### src/rtl/Pipe_Buf_Reg_PKG.sv
// Shared types for the pipeline hazard controller: forwarding selects and multi-cycle FSM states.
package Pipe_Buf_Reg_PKG;

    typedef enum logic [1:0] {
        FWD_RF  = 2'b00,
        FWD_WB  = 2'b01,
        FWD_MEM = 2'b10
    } fwd_sel_e;

    typedef enum logic [1:0] {
        HZ_IDLE = 2'b00,
        HZ_BUSY = 2'b01,
        HZ_DONE = 2'b10
    } hz_state_e;

    // Wide enough for the largest load value (MC_LAT-2 with MC_LAT up to 15).
    localparam int unsigned MC_CNT_W = 4;

endpackage

### src/rtl/mc_timer.sv
// Multi-cycle execute timer: IDLE -> BUSY (counting) -> DONE -> IDLE.
module mc_timer
    import Pipe_Buf_Reg_PKG::*;
#(
    parameter int unsigned MC_LAT = 4
) (
    input  logic clk,
    input  logic reset,
    input  logic mc_start,
    output logic mc_hold_c,
    output logic mc_busy,
    output logic mc_done
);

    localparam logic [MC_CNT_W-1:0] LOAD_VAL = MC_CNT_W'(MC_LAT - 2);

    hz_state_e             state_q, state_d;
    logic [MC_CNT_W-1:0]   cnt_q, cnt_d;

    // State and counter registers; reset aborts any op in flight.
    always_ff @(posedge clk) begin
        if (reset) begin
            state_q <= HZ_IDLE;
            cnt_q   <= '0;
        end else begin
            state_q <= state_d;
            cnt_q   <= cnt_d;
        end
    end

    // Next state and decoded outputs; the counter holds the BUSY cycles still to run.
    always_comb begin
        state_d   = state_q;
        cnt_d     = cnt_q;
        mc_hold_c = 1'b0;
        mc_busy   = 1'b0;
        mc_done   = 1'b0;
        case (state_q)
            HZ_IDLE: begin
                if (mc_start) begin
                    state_d   = HZ_BUSY;
                    cnt_d     = LOAD_VAL;
                    mc_hold_c = 1'b1;
                end
            end
            HZ_BUSY: begin
                mc_busy   = 1'b1;
                mc_hold_c = 1'b1;
                cnt_d     = (cnt_q == '0) ? '0 : cnt_q - MC_CNT_W'(1);
                if (cnt_d == '0) begin
                    state_d = HZ_DONE;
                end
            end
            HZ_DONE: begin
                // The held op leaves EX this cycle; a new start is not accepted here.
                mc_done = 1'b1;
                state_d = HZ_IDLE;
            end
            default: begin
                state_d = HZ_IDLE;
                cnt_d   = '0;
            end
        endcase
    end

endmodule

### src/rtl/pipe_hazard_ctrl.sv
// Pipeline hazard controller: forwarding selects, load-use stall, branch flush, multi-cycle hold, stall statistics.
module pipe_hazard_ctrl
    import Pipe_Buf_Reg_PKG::*;
#(
    parameter int unsigned RF_ADDR_W = 5,
    parameter int unsigned MC_LAT    = 4,
    parameter int unsigned CNT_W     = 16
) (
    input  logic                 clk,
    input  logic                 reset,
    input  logic [RF_ADDR_W-1:0] id_rs1,
    input  logic [RF_ADDR_W-1:0] id_rs2,
    input  logic                 id_use_rs1,
    input  logic                 id_use_rs2,
    input  logic [RF_ADDR_W-1:0] ex_rs1,
    input  logic [RF_ADDR_W-1:0] ex_rs2,
    input  logic [RF_ADDR_W-1:0] ex_rd,
    input  logic                 ex_regwrite,
    input  logic                 ex_memread,
    input  logic                 ex_mc_start,
    input  logic [RF_ADDR_W-1:0] mem_rd,
    input  logic                 mem_regwrite,
    input  logic [RF_ADDR_W-1:0] wb_rd,
    input  logic                 wb_regwrite,
    input  logic                 br_taken,
    input  logic                 stat_clr,
    output logic [1:0]           fwd_a,
    output logic [1:0]           fwd_b,
    output logic                 hold_front,
    output logic                 flush_ifid,
    output logic                 bubble_idex,
    output logic                 hold_ex,
    output logic                 bubble_exmem,
    output logic                 mc_busy,
    output logic                 mc_done,
    output logic [CNT_W-1:0]     stall_cnt
);

    fwd_sel_e           fwd_a_sel, fwd_b_sel;
    logic               mc_hold_c;
    logic               load_use_c;
    logic               br_eff_c;
    logic [CNT_W-1:0]   stall_cnt_q, stall_cnt_d;

    // Load-use detection keys off ex_memread alone; the EX write enable is not needed.
    logic unused_ex_regwrite;
    assign unused_ex_regwrite = ex_regwrite;

    mc_timer #(
        .MC_LAT (MC_LAT)
    ) u_mc_timer (
        .clk       (clk),
        .reset     (reset),
        .mc_start  (ex_mc_start),
        .mc_hold_c (mc_hold_c),
        .mc_busy   (mc_busy),
        .mc_done   (mc_done)
    );

    // Forwarding select: the younger MEM result wins over WB; x0 never forwards.
    always_comb begin
        fwd_a_sel = FWD_RF;
        fwd_b_sel = FWD_RF;
        if (mem_regwrite && (mem_rd != '0) && (mem_rd == ex_rs1)) begin
            fwd_a_sel = FWD_MEM;
        end else if (wb_regwrite && (wb_rd != '0) && (wb_rd == ex_rs1)) begin
            fwd_a_sel = FWD_WB;
        end
        if (mem_regwrite && (mem_rd != '0) && (mem_rd == ex_rs2)) begin
            fwd_b_sel = FWD_MEM;
        end else if (wb_regwrite && (wb_rd != '0) && (wb_rd == ex_rs2)) begin
            fwd_b_sel = FWD_WB;
        end
    end

    assign fwd_a = fwd_a_sel;
    assign fwd_b = fwd_b_sel;

    // Stall/flush decisions; a branch flush overrides any front-end hold, and is ignored while BUSY.
    always_comb begin
        load_use_c   = 1'b0;
        br_eff_c     = 1'b0;
        hold_front   = 1'b0;
        flush_ifid   = 1'b0;
        bubble_idex  = 1'b0;
        hold_ex      = mc_hold_c;
        bubble_exmem = mc_hold_c;
        if (ex_memread && (ex_rd != '0) &&
            ((id_use_rs1 && (id_rs1 == ex_rd)) || (id_use_rs2 && (id_rs2 == ex_rd)))) begin
            load_use_c = !mc_done;
        end
        br_eff_c    = br_taken && !mc_busy;
        flush_ifid  = br_eff_c;
        bubble_idex = br_eff_c || load_use_c;
        hold_front  = !br_eff_c && !mc_done && (mc_hold_c || load_use_c);
    end

    // Stall statistics: clear beats increment, increment saturates.
    always_comb begin
        stall_cnt_d = stall_cnt_q;
        if (stat_clr) begin
            stall_cnt_d = '0;
        end else if (hold_front && (stall_cnt_q != '1)) begin
            stall_cnt_d = stall_cnt_q + CNT_W'(1);
        end
    end

    // Stall counter register.
    always_ff @(posedge clk) begin
        if (reset) begin
            stall_cnt_q <= '0;
        end else begin
            stall_cnt_q <= stall_cnt_d;
        end
    end

    assign stall_cnt = stall_cnt_q;

endmodule
### config.mk
export PLATFORM = sky130hd
export DESIGN_NAME = pipe_hazard_ctrl
export DESIGN_NICKNAME = d
export VERILOG_FILES = /design/src/rtl/Pipe_Buf_Reg_PKG.sv /design/src/rtl/mc_timer.sv /design/src/rtl/pipe_hazard_ctrl.sv
export SDC_FILE = /design/constraint.sdc
export NUM_CORES = 1
export LEC_CHECK = 0
export ABC_AREA = 0
export CAP_MARGIN = 20
export CORE_UTILIZATION = 41
export DETAILED_ROUTE_END_ITERATION = 10
export PLACE_DENSITY = 0.91
export SYNTH_ARGS = -nofsm -noshare
export SYNTH_HDL_FRONTEND = slang
export SYNTH_HIERARCHICAL = 1
export SYNTH_SLANG_ARGS = --single-unit
export TNS_END_PERCENT = 30
### constraint.sdc
create_clock -name clk -period 3 [get_ports clk]
set_input_delay 0.6 -clock clk [delete_from_list [all_inputs] [get_ports clk]]
set_output_delay 0.6 -clock clk [all_outputs]
set_load 0.005 [all_outputs]
---- Yosys cells after proc, flatten, opt, wreduce, memory -nomap -nowiden ----
Cells that the tools add are included.
word-level totals
  flip-flop bits (word level) ............. 22
  bits in latches ......................... 0
  logic and storage cells ................. 61
  memories ................................ 0
  bits of input ports ..................... 46
  output and inout port bits .............. 27
  bits in read-only memories .............. 0
  bits in writable memories ............... 0
operators by class
  magnitude comparators ................... 0
  reduce and logical (&&, ||, !) cells .... 29
  multipliers ............................. 0
  mux-type cells .......................... 15
  shifts and indexed selects .............. 0
  div/mod/pow operators ................... 0
  bitwise logic cells ..................... 1
  $add $sub $neg .......................... 2
  equality and inequality tests ........... 11
operators by type and width
  operator               number
  $eq 5x5->1             6
  $add 16x1->16 const B  1
  $ne 16x16->1 const B   1
  $reduce_bool 5->1      3
  $logic_and 1x1->1      14
  $pmux 4 s3             1
  $logic_not 4->1        2
  $mux 2                 4
  $mux 4                 2
  $mux 1                 6
  $pmux 2 s2             1
  $reduce_and 2->1       2
  $sub 4x1->4 const B    1
  $logic_not 1->1        3
  $logic_or 1x1->1       3
  $eq 2x1->1 const B     1
  $eq 2x2->1 const B     1
  $logic_not 2->1        1
  $ne 2x1->1 const B     1
  $ne 2x2->1 const B     1
  $pmux 1 s2             1
  $reduce_or 2->1        1
  $not 1->1              1

---- Depth between registers and ports, before layout ----
  depth after elaboration ................. 8
  mapped depth ............................ 9
  depth with buffers taken out ............ 8

---- Hierarchy ----
Netlist, hierarchy kept.
modules (own cells, without submodules)
  module            area an instance (um^2)  seq. area each (um^2)  cells each  instances
  pipe_hazard_ctrl  1263.7                   320.3                  155         1
  mc_timer          311.5                    120.1                  38          1

---- Worst setup path after synthesis ----
No wires, ideal clock.
  path kind ............................... input -> output
  start point ............................. in mem_rd[1]
  end point ............................... out fwd_a[0]
  required time ........................... 2.400 ns
  slack ................................... 0.673 ns
  stages on the path ...................... 4
  arrival time ............................ 1.727 ns
  path through ............................ or4_1 o21ai_0 nor4_1 nor4_1
between the ends
  cells in the longest elaborated chain, start to end .. 4
RTL lines
  element              RTL line                RTL
  start: declaration   pipe_hazard_ctrl.sv:21  input logic [RF_ADDR_W-1:0] mem_rd,
  $reduce_bool 5->1    pipe_hazard_ctrl.sv:64  if (mem_regwrite && (mem_rd != '0) && (mem_rd == ex_rs1)) begin
  $logic_and 1x1->1    pipe_hazard_ctrl.sv:64
  $logic_and 1x1->1 *  pipe_hazard_ctrl.sv:64
  $mux 2 *             pipe_hazard_ctrl.sv:64
  end: declaration     pipe_hazard_ctrl.sv:27  output logic [1:0] fwd_a,
Mark *: on every way between the ends. The rest lies on a longest branch, timed or not.

---- Worst setup path in the final report ----
  start point ............................. in wb_rd[1]
  end point ............................... out fwd_b[0]
between the ends
  cells in the longest elaborated chain, start to end .. 5
RTL lines
  element              RTL line                RTL
  start: declaration   pipe_hazard_ctrl.sv:23  input logic [RF_ADDR_W-1:0] wb_rd,
  $reduce_bool 5->1    pipe_hazard_ctrl.sv:71  end else if (wb_regwrite && (wb_rd != '0) && (wb_rd == ex_rs2)) begin
  $logic_and 1x1->1    pipe_hazard_ctrl.sv:71
  $logic_and 1x1->1 *  pipe_hazard_ctrl.sv:71
  $mux 1 *             pipe_hazard_ctrl.sv:71
  $mux 2 *             pipe_hazard_ctrl.sv:69  if (mem_regwrite && (mem_rd != '0) && (mem_rd == ex_rs2)) begin
  end: declaration     pipe_hazard_ctrl.sv:28  output logic [1:0] fwd_b,
Marked as above.

==> reports/summary.txt <==
Yosys top cell area share -> 27.96%
clk sinks -> 22
total track usage -> 24.13%
startpoint types -> primary input
HP Class -> flop to flop
Post-synth EDFFs -> 0
Core ar. -> 0.003661 sq mm
Final Net Count -> 332
cell taking the most area after synthesis -> dfxtp_1
H-tree level count -> 1
dominant cells by area after synthesis -> dfxtp_1 28%, xor2_1 13%, or4_1 6.7%
cells along the critical path -> clkdlybuf4s50_1, or4_1, o21ai_0, or4_1, nor4_1, dlygate4sd2_1
CP max stage cell -> or4_1
fmax -> 334.1 MHz
dominant synthesized flop cell -> dfxtp_1
Critical Path RT -> 2400 ps
Synth warnings -> 6
Worst Max-Slew Pin Slew -> 486.5 ps
Top Family by Delay on Critical Path -> simple AND/OR/NAND/NOR gates
Period minus WS final -> 2994 ps
clock root buffer -> clkbuf_8
Routability Congestion -> 0.8557
row count -> 22
CTS tree -> yes
Syn Area/Cell -> 8.162 sq um
critical path fanouts, max -> 2
outcome -> complete, no violations
Synth Instances -> 193
post-CTS setup buffers -> 0
Slew HR -> 67.27%
Clk pwr share -> 33.3%
GR Overflow Total -> 0
internal power -> 0.6214 mW
worst r2r src -> u_mc_timer/state_q[0]$_SDFFE_PP0P_
CTS Buf Count -> 3
vias in the first global route -> 1,763
Hold Startpoint -> stall_cnt[11]$_SDFFE_PP0P_
DR vias -> 1,855
sw frac -> 26.91%
maxcap violations -> 0
Die X -> 63.99 um
pin count of the biggest net entering global routing -> 15
DIE AREA -> 0.004094 sq mm
initial antenna violation count -> 0
Peak supply drop -> 0.4719 mV
sequential area share after synthesis -> 27.96%
Worst R2R Path Depth -> 9
Routed Antenna Nets -> 0
clk_skew -> 2.672 ps
detailed placement HPWL -> 3881 um
reg2reg setup slack -> 620 ps
Critical Path AT -> 2390 ps
Synth Net Count -> 241
clk_lat worst skew -> 270 ps
DRC Markers -> 0
Leak -> 0.9320 nW
unrepaired setup endpoints after global routing -> true
IO buf count -> 71
slowest stage delay, CP -> 530 ps
Mapped Area -> 0.001575 sq mm
flops & latches, synth -> 22
Hold Path Stages -> 2
crit path buf inv count -> 2
Area Growth Syn to Fin -> 62.11%
drt via density -> 5.604
PD cells -> 332.9 mW/mm^2
hold endpoint -> stall_cnt[11]$_SDFFE_PP0P_
clock tree buffer depth -> 2
Diodes inserted -> 0
period utilization -> 99.78%
Post-CTS Hold Buffers -> 0
worst r2r dst -> stall_cnt[8]$_SDFFE_PP0P_
total wire length -> 4959 um
combinational power share -> 30.5%
max-slew violation count -> 0
1st-pass router iterations -> 4
global-route wire length before repair -> 7838 um
Netlist cell types -> 39
WL/cell -> 14.98 um
number of I/O pins -> 73
asr flop ratio synth -> 0%
initial drt markers -> 64
share of power burned in registers -> 36.2%
Finish-stage setup viols -> 0
net switching power -> 0.2288 mW
crit path kind -> primary input to primary output
total power -> 0.8502 mW
Initial Utilization -> 43.03%
Crit path top cell by count -> or4_1
Die Span Y -> 63.99 um
clock transition at the registers of the reported paths -> 90 ps
final hold vios -> 0
final core occ -> 69.75%
fraction of layout cells with a size suffix above 1 -> 11.31%
CP endpoint kind -> primary output
[flip-flops by register name, summed over array words and instances (netlist names)]
register,flops
u_mc_timer/state_q,2
u_mc_timer/cnt_q,4
stall_cnt,16
[layer usage]
metal | part of all wire [%] | GRT usage, % | up-vias
met2 | 55 | 46.54 | 54
met4 | 1.7 | 7.670 | 0
li1 | - | - | 903
met1 | 38 | 26.52 | 890
met5 | 0 | 0 | -
met3 | 4.5 | 3.571 | 8
[final cells by class]
cell class	instances	area, sq um
Clock buffer	3	41.29
Clock inverter	1	30.03
Fill cell	284	1107
Inverter	8	30.03
Multi-Input combinational cell	157	1084
Sequential cell	22	440.4
Tap cell	48	60.06
Timing Repair Buffer	92	868.3
[cell families after synthesis]
group | Yosys count | synth area share [%]
buffers and inverters | 14 | 4.289
AOI/OAI and AO/OA | 43 | 17.79
xor gates and xnor gates | 31 | 17.24
and+or+nand+nor | 78 | 29.23
adders and majority gates | 3 | 2.224
muxes | 2 | 1.271
DFF | 22 | 27.96
[cells in the mapped netlist, types with 2 or more instances]
cell type and n:
o31ai_1 9, buf_4 2, o21a_1 3, clkbuf_1 2, nor2b_1 2, nand3_1 12
o21ai_1 3, nand2b_1 4, mux2i_1 2, nor4_1 8, nand4_1 2, or3_1 7
nor3_1 2, o21ai_0 4, nor2_1 8, xor2_1 23, nand2_1 9, or4_1 14
xnor2_1 8, a21oi_1 17, and3_1 4, dfxtp_1 22, inv_1 8, a32oi_1 2
ha_1 2
[per-stage QoR]
step	instance area [sq um]	hold WS, ps	setup WS [ps]	std cells	setup TNS [ps]
finish	2554	506.1	6.492	331	0
global route	2554	532.5	-135.9	331	-256.9
CTS	2551	510.4	-132.0	331	-132.0
detailed placement	2466	496.7	-385.1	327	-1194
global placement	2466	478.1	-369.0	327	-965.0
floorplan	1575	476.5	672.7	193	0
[worst register-to-register path, stage by stage (launching register included)]
cell and delay, ps:
dfxtp_1 450, nand2b_1 180, inv_1 180, nand2b_1 210, nand2b_1 130, a2111o_1 320, a2bb2oi_2 160, buf_4 150
or4_1 390, a21oi_1 150
[repair_timing]
item | in CTS | in global routing
pin swaps | 4 | 2
endpoints found under the hold margin | 0 | 0
endpoints found under the setup margin | 6 | 4
gates resized for setup | 8 | 1
[how the worst max path moves through the flow]
stage,to,cells after the start,from
floorplan,fwd_a[0],4,mem_rd[1]
global placement,fwd_a[0],6,mem_rd[1]
detailed placement,fwd_a[0],6,mem_rd[1]
CTS,bubble_idex,6,ex_rd[3]
global route,fwd_a[0],6,mem_rd[2]
finish,fwd_b[0],6,wb_rd[1]
[power groups by stage]
stage | combinational, mW | sequential [mW] | clock, mW
2_1_floorplan | 0.113 | 0.312 | 0
3_3_place_gp | 0.245 | 0.314 | 0
3_5_place_dp | 0.256 | 0.314 | 0
4_1_cts | 0.259 | 0.308 | 0.284
5_1_grt | 0.279 | 0.309 | 0.302
6_report | 0.259 | 0.308 | 0.283
[cell usage in the layout (no fill, tap or decap), types with 3 or more instances in the layout]
master           synthesis  routed
dfxtp_1                 22      22
a21oi_1                 17      17
nor2_1                   8       8
inv_1                    8       8
o21ai_1                  3       3
xnor2_1                  8       8
or4_1                   14      14
nand2b_1                 4       4
nand2_1                  9       9
clkbuf_8                 0       3
and3_1                   4       4
or3_1                    7       7
nor4_2                   1       3
o31ai_1                  9       9
o21ai_0                  4       3
clkdlybuf4s50_1          0      67
xor2_1                  23      23
o21a_1                   3       3
nand3_1                 12      12
buf_4                    2      21
nor4_1                   8       6
No activity file was read; power rests on OpenSTA's default activity.
